--- src/rtl/chrono_pkg.sv ---
// rtl/chrono_pkg.sv - shared chronometer widths, display modes and digit slices
package chrono_pkg;

    localparam int DIGIT_W = 4;
    localparam int TIME_W  = 24;

    localparam logic [1:0] MODE_LIVE   = 2'd0;
    localparam logic [1:0] MODE_HOLD   = 2'd1;
    localparam logic [1:0] MODE_RECALL = 2'd2;

    // Digit positions inside a packed time word, counted from the LSB digit
    localparam int DIG_HUNDREDTHS = 0;
    localparam int DIG_TENTHS     = 1;
    localparam int DIG_SEC        = 2;
    localparam int DIG_SEC_TENS   = 3;
    localparam int DIG_MIN        = 4;
    localparam int DIG_MIN_TENS   = 5;

    // State values double as the disp_mode encoding
    typedef enum logic [1:0] {
        ST_LIVE   = MODE_LIVE,
        ST_HOLD   = MODE_HOLD,
        ST_RECALL = MODE_RECALL
    } lap_state_t;

    function automatic logic [DIGIT_W-1:0] get_digit(input logic [TIME_W-1:0] t, input int idx);
        return t[idx*DIGIT_W +: DIGIT_W];
    endfunction

endpackage

--- src/rtl/lap_memory_if.sv ---
// rtl/lap_memory_if.sv - live-time input and display output bundle for lap_memory
interface lap_memory_if #(
    parameter int IDX_W = 3
);
    import chrono_pkg::*;

    logic                running;
    logic [TIME_W-1:0]   live_bcd;
    logic                lap_pulse;
    logic                view_pulse;
    logic [TIME_W-1:0]   disp_bcd;
    logic [1:0]          disp_mode;
    logic [IDX_W:0]      lap_count;
    logic [IDX_W-1:0]    view_idx;
    logic                full;

    modport master (
        output running, live_bcd, lap_pulse, view_pulse,
        input  disp_bcd, disp_mode, lap_count, view_idx, full
    );

    modport slave (
        input  running, live_bcd, lap_pulse, view_pulse,
        output disp_bcd, disp_mode, lap_count, view_idx, full
    );

endinterface

--- src/rtl/lap_ram.sv ---
// rtl/lap_ram.sv - lap time store, synchronous write, combinational read, no reset
module lap_ram
    import chrono_pkg::*;
#(
    parameter int DEPTH = 8,
    parameter int IDX_W = 3
) (
    input  logic              i_clk,
    input  logic              i_we,
    input  logic [IDX_W-1:0]  i_waddr,
    input  logic [TIME_W-1:0] i_wdata,
    input  logic [IDX_W-1:0]  i_raddr,
    output logic [TIME_W-1:0] o_rdata
);

    logic [TIME_W-1:0] r_mem [DEPTH];

    // Write the captured lap into its slot
    always_ff @(posedge i_clk) begin
        if (i_we) begin
            r_mem[i_waddr] <= i_wdata;
        end
    end

    assign o_rdata = r_mem[i_raddr];

endmodule

--- src/rtl/lap_memory.sv ---
// rtl/lap_memory.sv - lap capture, display hold and recall between counter and decoders
module lap_memory
    import chrono_pkg::*;
#(
    parameter int DEPTH       = 8,
    parameter int IDX_W       = 3,
    parameter int HOLD_CYCLES = 150000000
) (
    input  logic         CLOCK_50,
    input  logic         rst_db,
    lap_memory_if.slave  bus
);

    localparam int                 CNT_W     = $clog2(HOLD_CYCLES + 1);
    localparam logic [CNT_W-1:0]   HOLD_LOAD = CNT_W'(HOLD_CYCLES - 1);
    localparam logic [IDX_W:0]     DEPTH_C   = (IDX_W+1)'(DEPTH);
    localparam logic [IDX_W:0]     ONE_C     = (IDX_W+1)'(1);

    lap_state_t          r_state;
    logic [CNT_W-1:0]    r_hold_cnt;
    logic [IDX_W:0]      r_lap_count;
    logic [IDX_W-1:0]    r_view_idx;
    logic [TIME_W-1:0]   r_disp;

    lap_state_t          w_state_nxt;
    logic [CNT_W-1:0]    w_hold_nxt;
    logic [IDX_W-1:0]    w_view_nxt;
    logic [TIME_W-1:0]   w_disp_nxt;
    logic [TIME_W-1:0]   w_rd_data;
    logic                w_full;
    logic                w_accept;
    logic                w_last_view;

    assign w_full      = (r_lap_count == DEPTH_C);
    // A rejected lap_pulse has no effect at all, so it never masks view_pulse
    assign w_accept    = bus.lap_pulse & bus.running & ~w_full;
    assign w_last_view = ({1'b0, r_view_idx} == (r_lap_count - ONE_C));

    lap_ram #(
        .DEPTH (DEPTH),
        .IDX_W (IDX_W)
    ) u_lap_ram (
        .i_clk   (CLOCK_50),
        .i_we    (w_accept),
        .i_waddr (r_lap_count[IDX_W-1:0]),
        .i_wdata (bus.live_bcd),
        .i_raddr (r_view_idx),
        .o_rdata (w_rd_data)
    );

    // Next state, hold countdown, recall index and display source
    always_comb begin
        w_state_nxt = r_state;
        w_hold_nxt  = r_hold_cnt;
        w_view_nxt  = r_view_idx;
        w_disp_nxt  = r_disp;
        case (r_state)
            ST_LIVE: begin
                w_disp_nxt = bus.live_bcd;
                if (w_accept) begin
                    w_state_nxt = ST_HOLD;
                    w_hold_nxt  = HOLD_LOAD;
                end else if (bus.view_pulse && (r_lap_count != '0)) begin
                    w_state_nxt = ST_RECALL;
                    w_view_nxt  = '0;
                end
            end
            ST_HOLD: begin
                if (w_accept) begin
                    w_disp_nxt = bus.live_bcd;
                    w_hold_nxt = HOLD_LOAD;
                end else if (bus.view_pulse) begin
                    w_state_nxt = ST_RECALL;
                    w_view_nxt  = '0;
                end else if (r_hold_cnt == '0) begin
                    w_state_nxt = ST_LIVE;
                end else begin
                    w_hold_nxt = r_hold_cnt - 1'b1;
                end
            end
            ST_RECALL: begin
                w_disp_nxt = w_rd_data;
                if (!w_accept && bus.view_pulse) begin
                    if (w_last_view) begin
                        w_state_nxt = ST_LIVE;
                        w_view_nxt  = '0;
                    end else begin
                        w_view_nxt = r_view_idx + 1'b1;
                    end
                end
            end
            default: begin
                w_state_nxt = ST_LIVE;
            end
        endcase
    end

    // State and datapath registers with asynchronous reset
    always_ff @(posedge CLOCK_50 or posedge rst_db) begin
        if (rst_db) begin
            r_state     <= ST_LIVE;
            r_hold_cnt  <= '0;
            r_lap_count <= '0;
            r_view_idx  <= '0;
            r_disp      <= '0;
        end else begin
            r_state    <= w_state_nxt;
            r_hold_cnt <= w_hold_nxt;
            r_view_idx <= w_view_nxt;
            r_disp     <= w_disp_nxt;
            if (w_accept) begin
                r_lap_count <= r_lap_count + ONE_C;
            end
        end
    end

    assign bus.disp_bcd  = r_disp;
    assign bus.disp_mode = r_state;
    assign bus.lap_count = r_lap_count;
    assign bus.view_idx  = r_view_idx;
    assign bus.full      = w_full;

endmodule

--- src/flat_wrapper.sv ---
// flat-port wrapper written by rule: the top's interface ports become plain ports
module lap_memory_flat import chrono_pkg::*;
#(
    parameter int DEPTH       = 8,
    parameter int IDX_W       = 3,
    parameter int HOLD_CYCLES = 150000000
)
  (CLOCK_50, rst_db, bus_running, bus_live_bcd, bus_lap_pulse, bus_view_pulse, bus_disp_bcd, bus_disp_mode, bus_lap_count, bus_view_idx, bus_full);
  lap_memory_if #(.IDX_W(IDX_W)) bus_i ();
  input  logic CLOCK_50;
  input  logic rst_db;
  input wire logic [$bits(bus_i.running)-1:0] bus_running;
  input wire logic [$bits(bus_i.live_bcd)-1:0] bus_live_bcd;
  input wire logic [$bits(bus_i.lap_pulse)-1:0] bus_lap_pulse;
  input wire logic [$bits(bus_i.view_pulse)-1:0] bus_view_pulse;
  output wire logic [$bits(bus_i.disp_bcd)-1:0] bus_disp_bcd;
  output wire logic [$bits(bus_i.disp_mode)-1:0] bus_disp_mode;
  output wire logic [$bits(bus_i.lap_count)-1:0] bus_lap_count;
  output wire logic [$bits(bus_i.view_idx)-1:0] bus_view_idx;
  output wire logic [$bits(bus_i.full)-1:0] bus_full;
  assign bus_i.running = bus_running;
  assign bus_i.live_bcd = bus_live_bcd;
  assign bus_i.lap_pulse = bus_lap_pulse;
  assign bus_i.view_pulse = bus_view_pulse;
  assign bus_disp_bcd = bus_i.disp_bcd;
  assign bus_disp_mode = bus_i.disp_mode;
  assign bus_lap_count = bus_i.lap_count;
  assign bus_view_idx = bus_i.view_idx;
  assign bus_full = bus_i.full;
  lap_memory #(.DEPTH(DEPTH), .IDX_W(IDX_W), .HOLD_CYCLES(HOLD_CYCLES)) u_core (.CLOCK_50(CLOCK_50), .rst_db(rst_db), .bus(bus_i));
endmodule
--- config.mk ---
export PLATFORM = sky130hd
export DESIGN_NAME = lap_memory_flat
export DESIGN_NICKNAME = d
export VERILOG_FILES = /design/src/rtl/chrono_pkg.sv /design/src/rtl/lap_memory_if.sv /design/src/rtl/lap_ram.sv /design/src/rtl/lap_memory.sv /design/src/flat_wrapper.sv
export SDC_FILE = /design/constraint.sdc
export NUM_CORES = 1
export LEC_CHECK = 0
export CAP_MARGIN = 20
export CORE_MARGIN = 3
export CORE_UTILIZATION = 59
export CTS_CLUSTER_SIZE = 8
export DETAILED_ROUTE_END_ITERATION = 10
export GPL_TIMING_DRIVEN = 0
export MAX_ROUTING_LAYER = met4
export PLACE_DENSITY = 0.86
export RECOVER_POWER = 25
export SYNTH_ARGS = -nofsm -noshare
export SYNTH_HDL_FRONTEND = slang
export SYNTH_SLANG_ARGS = --single-unit
--- constraint.sdc ---
create_clock -name CLOCK_50 -period 5.3 [get_ports CLOCK_50]
set_input_delay 1.59 -clock CLOCK_50 [delete_from_list [all_inputs] [get_ports CLOCK_50]]
set_output_delay 1.59 -clock CLOCK_50 [all_outputs]
set_load 0.02 [all_outputs]
**After elaboration in Yosys (flattened, before gate mapping)**

Memory sizes are Yosys's and may differ from the RTL's.
Index checks and enable logic that the tools add are counted.
W data, S select, Z words.

- Input bits: 29
- Output and inout port bits: 34
- Memory bits (writable): 192
- Memories: 1
- Register bits after elaboration: 61
- Logic and storage cells: 65

- Bitwise operators: 3
- Reductions and logical operators: 12
- Add/subtract/negate cells: 4
- Eq/ne operators: 16
- Multiplexer cells: 24

Memory list:

| name | depth | width | rd ports | clocked after memory_dff | wr ports | line | text |
|---|---|---|---|---|---|---|---|
| u_core.u_lap_ram.r_mem | 8 | 24 | 1 | 0 | 1 | lap_ram.sv:16 | `logic [TIME_W-1:0] r_mem [DEPTH];` |

Operator list:

| kind | number |
|---|---|
| $mux W28 | 4 |
| $pmux W24 S3 | 1 |
| $pmux W28 S2 | 1 |
| $logic_not A28 Y1 | 1 |
| $sub A28 B1 Y28 const B | 1 |
| $mux W24 | 1 |
| $mux W3 | 6 |
| $mux W2 | 7 |
| $ne A2 B1 Y1 const B | 5 |
| $ne A3 B2 Y1 const B | 3 |
| $pmux W3 S3 | 1 |
| $ne A2 B2 Y1 const B | 3 |
| $pmux W2 S3 | 1 |
| $reduce_and A6 Y1 | 1 |
| $reduce_and A5 Y1 | 1 |
| $add A4 B1 Y4 const B | 1 |
| $eq A3 B4 Y1 | 1 |
| $eq A4 B4 Y1 const B | 1 |
| $reduce_and A4 Y1 | 1 |
| $reduce_bool A4 Y1 | 1 |
| $sub A4 B1 Y4 const B | 1 |
| $add A3 B1 Y3 const B | 1 |
| $ne A3 B1 Y1 const B | 1 |
| $reduce_bool A3 Y1 | 1 |
| 10 further kinds | 13 |

**Logic depth before layout (Yosys ltp)**

Gate-level depths: netlist (run 1).

- Word-level depth: 7
- Mapped depth: 9
- Mapped depth without buffers: 7

**Cells and area by module**

From an unflattened synthesis (run 1), not the netlist that was laid out.

- Cell total of the unflattened synthesis: 608
- Area, all modules: 10453.8 sq um

Modules (own cells, without submodules):

| module | area each (sq um) | cells an instance | times used | sequential area each (sq um) |
|---|---|---|---|---|
| lap_ram | 7317.0 | 290 | 1 | 5765.5 |
| lap_memory | 3136.8 | 318 | 1 | 1526.5 |

**Least setup slack after synthesis (run 1)**

Ideal clock, no wire load.

- Path kind: input to register
- Start: input bus_lap_pulse
- End: memory u_core.u_lap_ram.r_mem[0][0] (enable)
- Path buffers: 1
- Stages on the path: 4
- Data required time: 4.834 ns
- Slack: 0.306 ns
- Library setup time: 0.466 ns
- Arrival time: 4.528 ns
- Path through: nand2_1 > or2_2 > clkbuf_1 > nor4_1

- Cells in the longest elaborated chain, start to end: 4

Ends and longest elaborated chain:

| item | line | text |
|---|---|---|
| start, declared | flat_wrapper.sv:14 | `input wire logic [$bits(bus_i.lap_pulse)-1:0] bus_lap_pulse;` |
| $and A1 B1 Y1 (2 in series) | lap_memory.sv:36 | `assign w_accept = bus.lap_pulse & bus.running & ~w_full;` |
| $mux W1 | lap_ram.sv:20 | `if (i_we) begin` |
| $mux W1 (not written as such) | lap_ram.sv:21 | `r_mem[i_waddr] <= i_wdata;` |
| end, declared | lap_ram.sv:16 |  |

Every way passes these cells.

**Worst setup path in the final report (run 1)**

- Start: register u_core.r_lap_count[0] (netlist: u_core.bus.lap_count[0])
- End: output bus_full

- Cells in the longest elaborated chain, start to end: 1

Ends and longest elaborated chain:

| item | line | text |
|---|---|---|
| start, declared | lap_memory.sv:21 | `logic [IDX_W:0] r_lap_count;` |
| start signal, assigned | lap_memory.sv:112 | `r_lap_count <= r_lap_count + ONE_C;` |
| $eq A4 B4 Y1 | lap_memory.sv:34 | `assign w_full = (r_lap_count == DEPTH_C);` |
| end, declared | flat_wrapper.sv:20 | `output wire logic [$bits(bus_i.full)-1:0] bus_full;` |

Every way passes these cells.

==> flow_summary.toml, run 1 <==
[cts]
htreeDepth = 2
clk_latency_ps = 520
cts_buffer_depth = 3
ctsRootBufferMaster = "clkbuf_16"
post_cts_buffers = 0
cts.sinks = 253
post_cts_resize_count = 0
clk_pin_slew_ps = 60
cts_inserted_buffers = 37
cts_tree = "built"
hold_buffers = 0

[min_path]
hp-start = "u_core.r_hold_cnt[1]"
worstHoldPathType = "register to register"

[placed_design]
port_buffers = 62
hpwl_um = 15700
place_area_um2 = 11700
post-place-cells = 938
post-place-ws_ps = 941
gp_congestion = 0.841

[power_and_ir_drop]
pwr_density_cell_nw_per_um2 = 541
ir_drop_mv = 0.464
p_leak_uw = 0.00427
power_uw = 6890

[timing]
drv_slew = 0
maxSlewHeadroom = 0.306
layout_setup_ws_ps = 1190
min_period_ps = 4110
finalSetupViolCount = 0
fin_crit_sh = 0.776
final_hold_viol_count = 0
rsz0062_at_grt = "no"
worst_pin_slew_ps = 1030
fmax_ghz = 0.243
fin_skew_ps = 17.8
finalSetupTns_ps = 0

[die]
core_um2 = 17400
io_pins = 63
fp.dieW_um = 140
chipHeight_um = 140
dieArea_um2 = 19500
initial_core_util = 0.607
rows = 48

[setup_path]
crit_path_start_kind = "register"
crit_fanout = 9
timing.rr.start = "u_core.bus.lap_count[0]"
worst_setup_path_end_kind = "output port"
criticalPathCategory = "register to output port"
worstPathRequired_ps = 3710
critPathArrivalTime_ps = 2520
startpoint = "u_core.bus.lap_count[0]"

[drt]
routedWlPerCell_um = 27.2
drtAntennaViolNets = 0
first_pass_iters = 5
drc = 0
avgViaCountPerCell = 6.75
drtIter0Drc = 777
num_vias = 6777
wirelength_um = 27300

[cells_and_area]
layout-drive-gt1-share = 0.181
fin_cells = 1004
layout.nets = 787
design_area_um2 = 12700
layout_common_cells = "192 x edfxtp_1, 61 x dfrtp_1, 48 x clkbuf_1, 48 x mux4_2, 44 x clkdlybuf4s50_1"
final_common_cell = "edfxtp_1"
syn2layout_area_growth_pct = 20.9

[global_route]
grt_use_met3 = 0.0725
met1_usage = 0.371
antenna_found_initial = 1
busiest_layer = "met2"
grt_pass1_wl_um = 42400
grt-ovfl-total = 0
track_usage = 0.296
use_met2 = 0.460
grt_start_max_net_pins = 36
grt_pass1_vias = 7145

[status]
run_status = "complete, no violations"

[synthesis]
synth_edf_count = 192
synth_mux_area_frac = 0.127
synth-main-ff-cell = "edfxtp_1"
synth_seq_area_share = 0.692
syn_area_per_cell_um2 = 16.6
synthSimpleGateAreaFrac = 0.0783
syn_nets = 671
synth_compound_area_frac = 0.0696
synth_top_area_share = 0.547
ys_types = 58
yosysWarnings = 0
yosys.area_share.adder = 0.00713
synth_top_family_by_area = "multiplexers"
synth_area_leaders = "edfxtp_1 55%, dfrtp_1 14%, mux4_2 10%"
yosys.area_share.xor_xnor = 0.00832
synthCells = 636
synth_top_area_cell = "edfxtp_1"
ys_seq_elements = 253
syn_area_um2 = 10500
synthArstFlopShare = 0.241

[run]
max_cap_viol_count = 0
[synthesized netlist by cell type, types with 11 or more instances]
cell      count
a211oi_1     25
clkbuf_1     24
dfrtp_1      61
edfxtp_1    192
mux2i_1      24
mux4_2       48
nand2_1      17
nand3_1      14
nor2_1       42
nor3_1       16
o21ai_0      11
o22ai_1      24
or3_1        16
[flip-flops by register name (all words and copies together) (netlist names)]
signal and flops:
u_core.u_lap_ram.r_mem 192, u_core.bus.disp_bcd 24, u_core.bus.disp_mode 2, u_core.r_hold_cnt 28
u_core.bus.lap_count 4, u_core.bus.view_idx 3
[layer usage]
| layer | wire [µm] | up-vias |
|---|---|---|
| li1 | - | 2801 |
| met1 | 10000 | 3440 |
| met2 | 13700 | 447 |
| met3 | 2530 | 89 |
| met4 | 1070 | 0 |
| met5 | 0 | - |
[final timing paths]
path                       depth (start not counted)                             to  slack, ps
hold / removal                                     1           u_core.r_hold_cnt[1]        530
max in group asynchronous                          3           u_core.r_hold_cnt[2]       3140
hold reg to reg                                    1           u_core.r_hold_cnt[1]        530
setup reg to reg                                   9  u_core.u_lap_ram.r_mem[1][13]       1690
setup / recovery                                   5                       bus_full       1190
min in group asynchronous                          2        u_core.bus.disp_bcd[20]       1510
[worst max-delay path, cell delays in order (launching register included)]
cell             delay (ps)
dfrtp_1                 400
clkbuf_1                410
inv_1                   180
ha_1                    250
and3b_1                 230
clkdlybuf4s50_1         550
[layout make-up]
| cell class | instances | area [µm²] |
|---|---|---|
| Clock inverter | 3 | 51.3 |
| Inverter | 8 | 30.0 |
| Sequential cell | 253 | 7290 |
| Antenna cell | 2 | 5.00 |
| Tap cell | 225 | 282 |
| Fill cell | 960 | 4620 |
| Clock buffer | 61 | 1020 |
| Multi-Input combinational cell | 339 | 3100 |
| Timing Repair Buffer | 77 | 798 |
| Buffer | 36 | 156 |
[where the power goes]
group	internal (µW)	total [µW]	switching, µW
sequential	2440	2630	196
combinational	901	2100	1200
clock	1310	2160	853
[metrics by stage]
stage	utilization	hold slack [ps]
global route	0.733	580
finish	0.734	533
global placement	0.659	504
floorplan	-	487
CTS	0.733	535
detailed placement	0.672	521
[cell families (layout without fill, tap and decap cells)]
logic type                 count (synthesis)  after routing
adders and majority gates                  6              6
DFF                                      253            253
other                                      0              2
xor gates and xnor gates                  10             10
buffers and inverters                     44            185
muxes                                     73             73
AOI/OAI and AO/OA                        103            103
and+or+nand+nor                          147            147
Power figures use the tool's default switching activity.
==> inputs of run 2 (changes only) <==
CORE_UTILIZATION = 53   (was 59)
PLACE_DENSITY = 0.82   (was 0.86)
clock period = 3.3 ns   (was 5.3 ns; I/O delays follow)
==> run 2 against run 1 <==
  * Final area increased by 1.1%
  * Register-to-register slack worse by 1500 ps
  * Core utilization is 5.9 points lower
  * First-iteration DRC count down 12%
  * Via count is 0.37% lower
  * Combinational power rose by 60%
  * Sequential share of layout area shrank 0.64 points
  * Wire length shrank 0.81%
  * Clock skew decreased by 6.5 ps
  * Critical endpoint is now u_core.u_lap_ram.r_mem[4][22]
==> flow_summary.toml, run 2 (synthesized netlist as in run 1, its figures left out) <==
[die]
io_pins = 63
rows = 50
core_um2 = 19100
initial_core_util = 0.552
dieArea_um2 = 21600
fp.dieW_um = 147
chipHeight_um = 147

[power_and_ir_drop]
pwr_density_cell_nw_per_um2 = 864
power_uw = 11100
p_leak_uw = 0.00432
ir_drop_mv = 0.608

[timing]
min_period_ps = 3140
fin_skew_ps = 11.2
maxSlewHeadroom = 0.321
worst_pin_slew_ps = 1020
fin_crit_sh = 0.952
whs_ps = 555
finalSetupViolCount = 0
fmax_ghz = 0.318
final_hold_viol_count = 0
drv_slew = 0
rsz0062_at_grt = "no"

[setup_path]
crit_fanout = 10
critPathArrivalTime_ps = 3370
worstPathRequired_ps = 3530
slowest_delay_ps = 880
cp_top_family = "simple AND/OR/NAND/NOR gates"
criticalPathCategory = "register to register"
worst_setup_path_end_kind = "register"
slowest_stage = "nor3_2"
crit_path_start_kind = "register"
cp_common_cell = "buf_8"
crit_buf_inv = 3
path_cells = "clkbuf_1 > nand3_1 > nor3_2 > buf_8 > buf_8"

[drt]
wirelength_um = 27100
first_pass_iters = 6
drc = 0
drtAntennaViolNets = 0
num_vias = 6752
routedWlPerCell_um = 26.1
avgViaCountPerCell = 6.50
drtIter0Drc = 684

[cells_and_area]
regMostFlops = "u_core.u_lap_ram.r_mem"
layout.nets = 787
design_area_um2 = 12900
largest_reg_flops = 192
syn2layout_area_growth_pct = 22.3
fillCellCount = 1218
register_area_um2 = 7290
layout_common_cells = "192 x edfxtp_1, 61 x dfrtp_1, 48 x mux4_2, 45 x clkbuf_1, 43 x clkdlybuf4s50_1"
layout-drive-gt1-share = 0.185
final_common_cell = "edfxtp_1"
multi_input_area_um2 = 3130

[placed_design]
hpwl_um = 15300
port_buffers = 62
gp_congestion = 0.795
place_area_um2 = 11700

[cts]
clk_pin_slew_ps = 50
cts_inserted_buffers = 37
hold_buffers = 0
cts.sinks = 253
ctsRootBufferMaster = "clkbuf_16"
cts_tree = "built"
cts_buffer_depth = 3
htreeDepth = 2
clk_latency_ps = 520

[global_route]
grt-ovfl-total = 0
grt_start_max_net_pins = 62
grt_pass1_wl_um = 40900
track_usage = 0.255
grt_pass1_vias = 7018
antenna_found_initial = 2

[run]
max_cap_viol_count = 0

[status]
run_status = "complete, no violations"

[min_path]
worstHoldPathType = "register to register"
run 2: timing repair:
action                                  in CTS  in global routing
setup buffers                                3                  6
gates resized for setup                      2                  2
endpoints found under the setup margin      74                 49
pin swaps                                    2                  2
run 2: power by group:
group,total (µW),leakage [µW],internal [µW],switching [µW]
clock network,3510,0.000513,2140,1370
registers,4250,0.00244,3910,336
logic,3360,0.00137,1470,1900
total,11100,0.00432,7520,3600
run 2: stage by stage:
step | setup TNS [ps] | setup WS (ps) | utilization | std cells
detailed placement | -24720 | -399 | 0.613 | 965
global placement | -252700 | -2070 | 0.603 | 958
global route | 0 | 32.0 | 0.675 | 1039
floorplan | -8940 | -124 | - | 636
finish | 0 | 160 | 0.675 | 1039
CTS | 0 | 4.40 | 0.671 | 1031
run 2: cell type report:
cell class | count | share of cell area
plain buffers | 35 | 0.0120
flip-flops and latches | 253 | 0.566
repair buffers | 78 | 0.0668
diodes | 2 | 0.000389
well taps | 260 | 0.0253
clock buffers | 62 | 0.0808
clock inverters | 2 | 0.00282
inverters | 8 | 0.00253
multi-input cells | 339 | 0.243
run 2: worst paths after layout:
kind | start | to | slack [ps] | depth (start not counted)
max | u_core.bus.lap_count[2] | u_core.u_lap_ram.r_mem[4][22] | 160 | 5
min | u_core.r_hold_cnt[1] | u_core.r_hold_cnt[1] | 550 | 1
max reg2reg | u_core.bus.lap_count[2] | u_core.u_lap_ram.r_mem[4][22] | 160 | 5
min reg2reg | u_core.r_hold_cnt[1] | u_core.r_hold_cnt[1] | 550 | 1
max in group asynchronous | rst_db | u_core.bus.disp_bcd[1] | 1750 | 2
min in group asynchronous | rst_db | u_core.r_hold_cnt[21] | 1020 | 2
run 2: routing by layer:
metal,vias to the layer above,routed length (µm),global-route usage
li1,2801,-,-
met1,3398,9720,0.320
met2,459,13900,0.406
met3,94,2460,0.0611
met4,0,1030,0.102
met5,-,0,-
==> inputs of run 3 (changes only) <==
CORE_MARGIN = unset   (was 3)
==> run 3 against run 2 <==
  * Power shrank 1.9%
  * Final area decreased by 0.98%
  * Clock power down 2%
  * Combinational power shrank 4%
  * Via count down 5.7%
  * Critical path type unchanged
  * Critical endpoint is now u_core.u_lap_ram.r_mem[4][18]
  * Largest power group unchanged
  * Highest routed layer unchanged
==> flow_summary.toml, run 3 (synthesized netlist as in run 1, its figures left out) <==
[status]
run_status = "complete, no violations"

[setup_path]
worst_setup_path_end_kind = "register"
critPathArrivalTime_ps = 3300
criticalPathCategory = "register to register"
crit_fanout = 10
slowest_delay_ps = 870
startpoint = "u_core.bus.lap_count[2]"
worstPathRequired_ps = 3520
timing.rr.start = "u_core.bus.lap_count[2]"
crit_path_start_kind = "register"
slowest_stage = "nor3_2"
regToRegSetupSlack_ps = 220
path_cells = "clkbuf_1 > nand3_1 > nor3_2 > buf_8 > buf_6"

[cells_and_area]
syn2layout_area_growth_pct = 21.1
design_area_um2 = 12700
layout.nets = 778
layout-drive-gt1-share = 0.178
regMostFlops = "u_core.u_lap_ram.r_mem"
final_common_cell = "edfxtp_1"
largest_reg_flops = 192
fin_util = 0.655
fin_cells = 1029
layout_common_cells = "192 x edfxtp_1, 60 x dfrtp_1, 48 x mux4_2, 43 x clkdlybuf4s50_1"

[die]
rows = 51
io_pins = 63
chipHeight_um = 143
fp.dieW_um = 143
initial_core_util = 0.541
dieArea_um2 = 20400
core_um2 = 19500

[cts]
cts_inserted_buffers = 37
htreeDepth = 2
ctsRootBufferMaster = "clkbuf_16"
cts.sinks = 253
clk_latency_ps = 520
cts_buffer_depth = 3
cts_tree = "built"
clk_pin_slew_ps = 50
hold_buffers = 0

[placed_design]
port_buffers = 62
post-place-cells = 970
hpwl_um = 14800
place_area_um2 = 11700
gp_congestion = 0.881

[global_route]
grt_start_max_net_pins = 62
grt-ovfl-total = 0
grt_pass1_vias = 6691
track_usage = 0.266
antenna_found_initial = 2
grt_pass1_wl_um = 38300

[drt]
drtAntennaViolNets = 0
first_pass_iters = 5
num_vias = 6366
wirelength_um = 24700
avgViaCountPerCell = 6.19
routedWlPerCell_um = 24.0
drtIter0Drc = 510
drc = 0

[timing]
rsz0062_at_grt = "no"
min_period_ps = 3080
worst_pin_slew_ps = 981
fmax_ghz = 0.324
fin_skew_ps = 9.35
maxSlewHeadroom = 0.344
final_hold_viol_count = 0
finalSetupViolCount = 0
finalSetupTns_ps = 0
drv_slew = 0
fin_crit_sh = 0.935

[run]
max_cap_viol_count = 0

[power_and_ir_drop]
p_leak_uw = 0.00427
ir_drop_mv = 0.503
power_uw = 10900
pwr_density_cell_nw_per_um2 = 856

[min_path]
hp-start = "u_core.r_hold_cnt[27]"
worstHoldPathType = "register to register"
==> run 3: changes by cell type in the layout (fill, tap and decap cells not counted), sizes merged <==
cell          change
clkbuf            -8
buf               -8
clkinv            +1
dlygate4sd2       -1
dlymetal6s2s      +1
==> run 3: layout make-up <==
| cell class | count | area, µm² |
|---|---|---|
| flip-flops and latches | 253 | 7290 |
| multi-input cells | 339 | 3130 |
| fillers | 1298 | 6710 |
| inverters | 8 | 32.5 |
| diodes | 2 | 5.00 |
| well taps | 265 | 332 |
| repair buffers | 70 | 753 |
| clock buffers | 55 | 1010 |
| plain buffers | 34 | 149 |
| clock inverters | 3 | 41.3 |
==> run 3: stage by stage <==
step,setup WS (ps),hold slack (ps)
6_report,215,545
5_1_grt,88.0,578
4_1_cts,74.9,534
3_5_place_dp,-449,523
3_3_place_gp,-2110,502
2_1_floorplan,-124,487
==> run 3: path summary, 6_finish.rpt <==
path,end,cells after the start
max,u_core.u_lap_ram.r_mem[4][18],5
min,u_core.r_hold_cnt[27],2
max reg2reg,u_core.u_lap_ram.r_mem[4][18],5
min reg2reg,u_core.r_hold_cnt[27],2
max in group asynchronous,u_core.bus.lap_count[0],2
min in group asynchronous,u_core.r_hold_cnt[18],2
==> run 3: layer usage <==
layer | global-route usage | up-vias | wire length (µm)
li1 | - | 2780 | -
met1 | 0.341 | 3241 | 9980
met2 | 0.420 | 287 | 12300
met3 | 0.0600 | 58 | 1830
met4 | 0.0968 | 0 | 614
met5 | - | - | 0
==> run 3: power breakdown <==
group / internal (µW) / leakage [µW] / switching (µW)
clock network: 2110 / 0.000509 / 1320
logic: 1430 / 0.00132 / 1800
registers: 3910 / 0.00244 / 336
==> run 3: timing repair <==
action | 4_1_cts | 5_1_grt
resized for setup | 1 | 1
buffers inserted | 1 | 0
endpoints found under the setup margin | 65 | 1
pin swaps | 1 | 0
==> run 3: worst max-delay path: cells and delay by family, from the launching register on <==
kind,cells,cell delay [ps]
flip-flops,1,360
buffers and inverters,3,990
AND/OR/NAND/NOR,2,1420
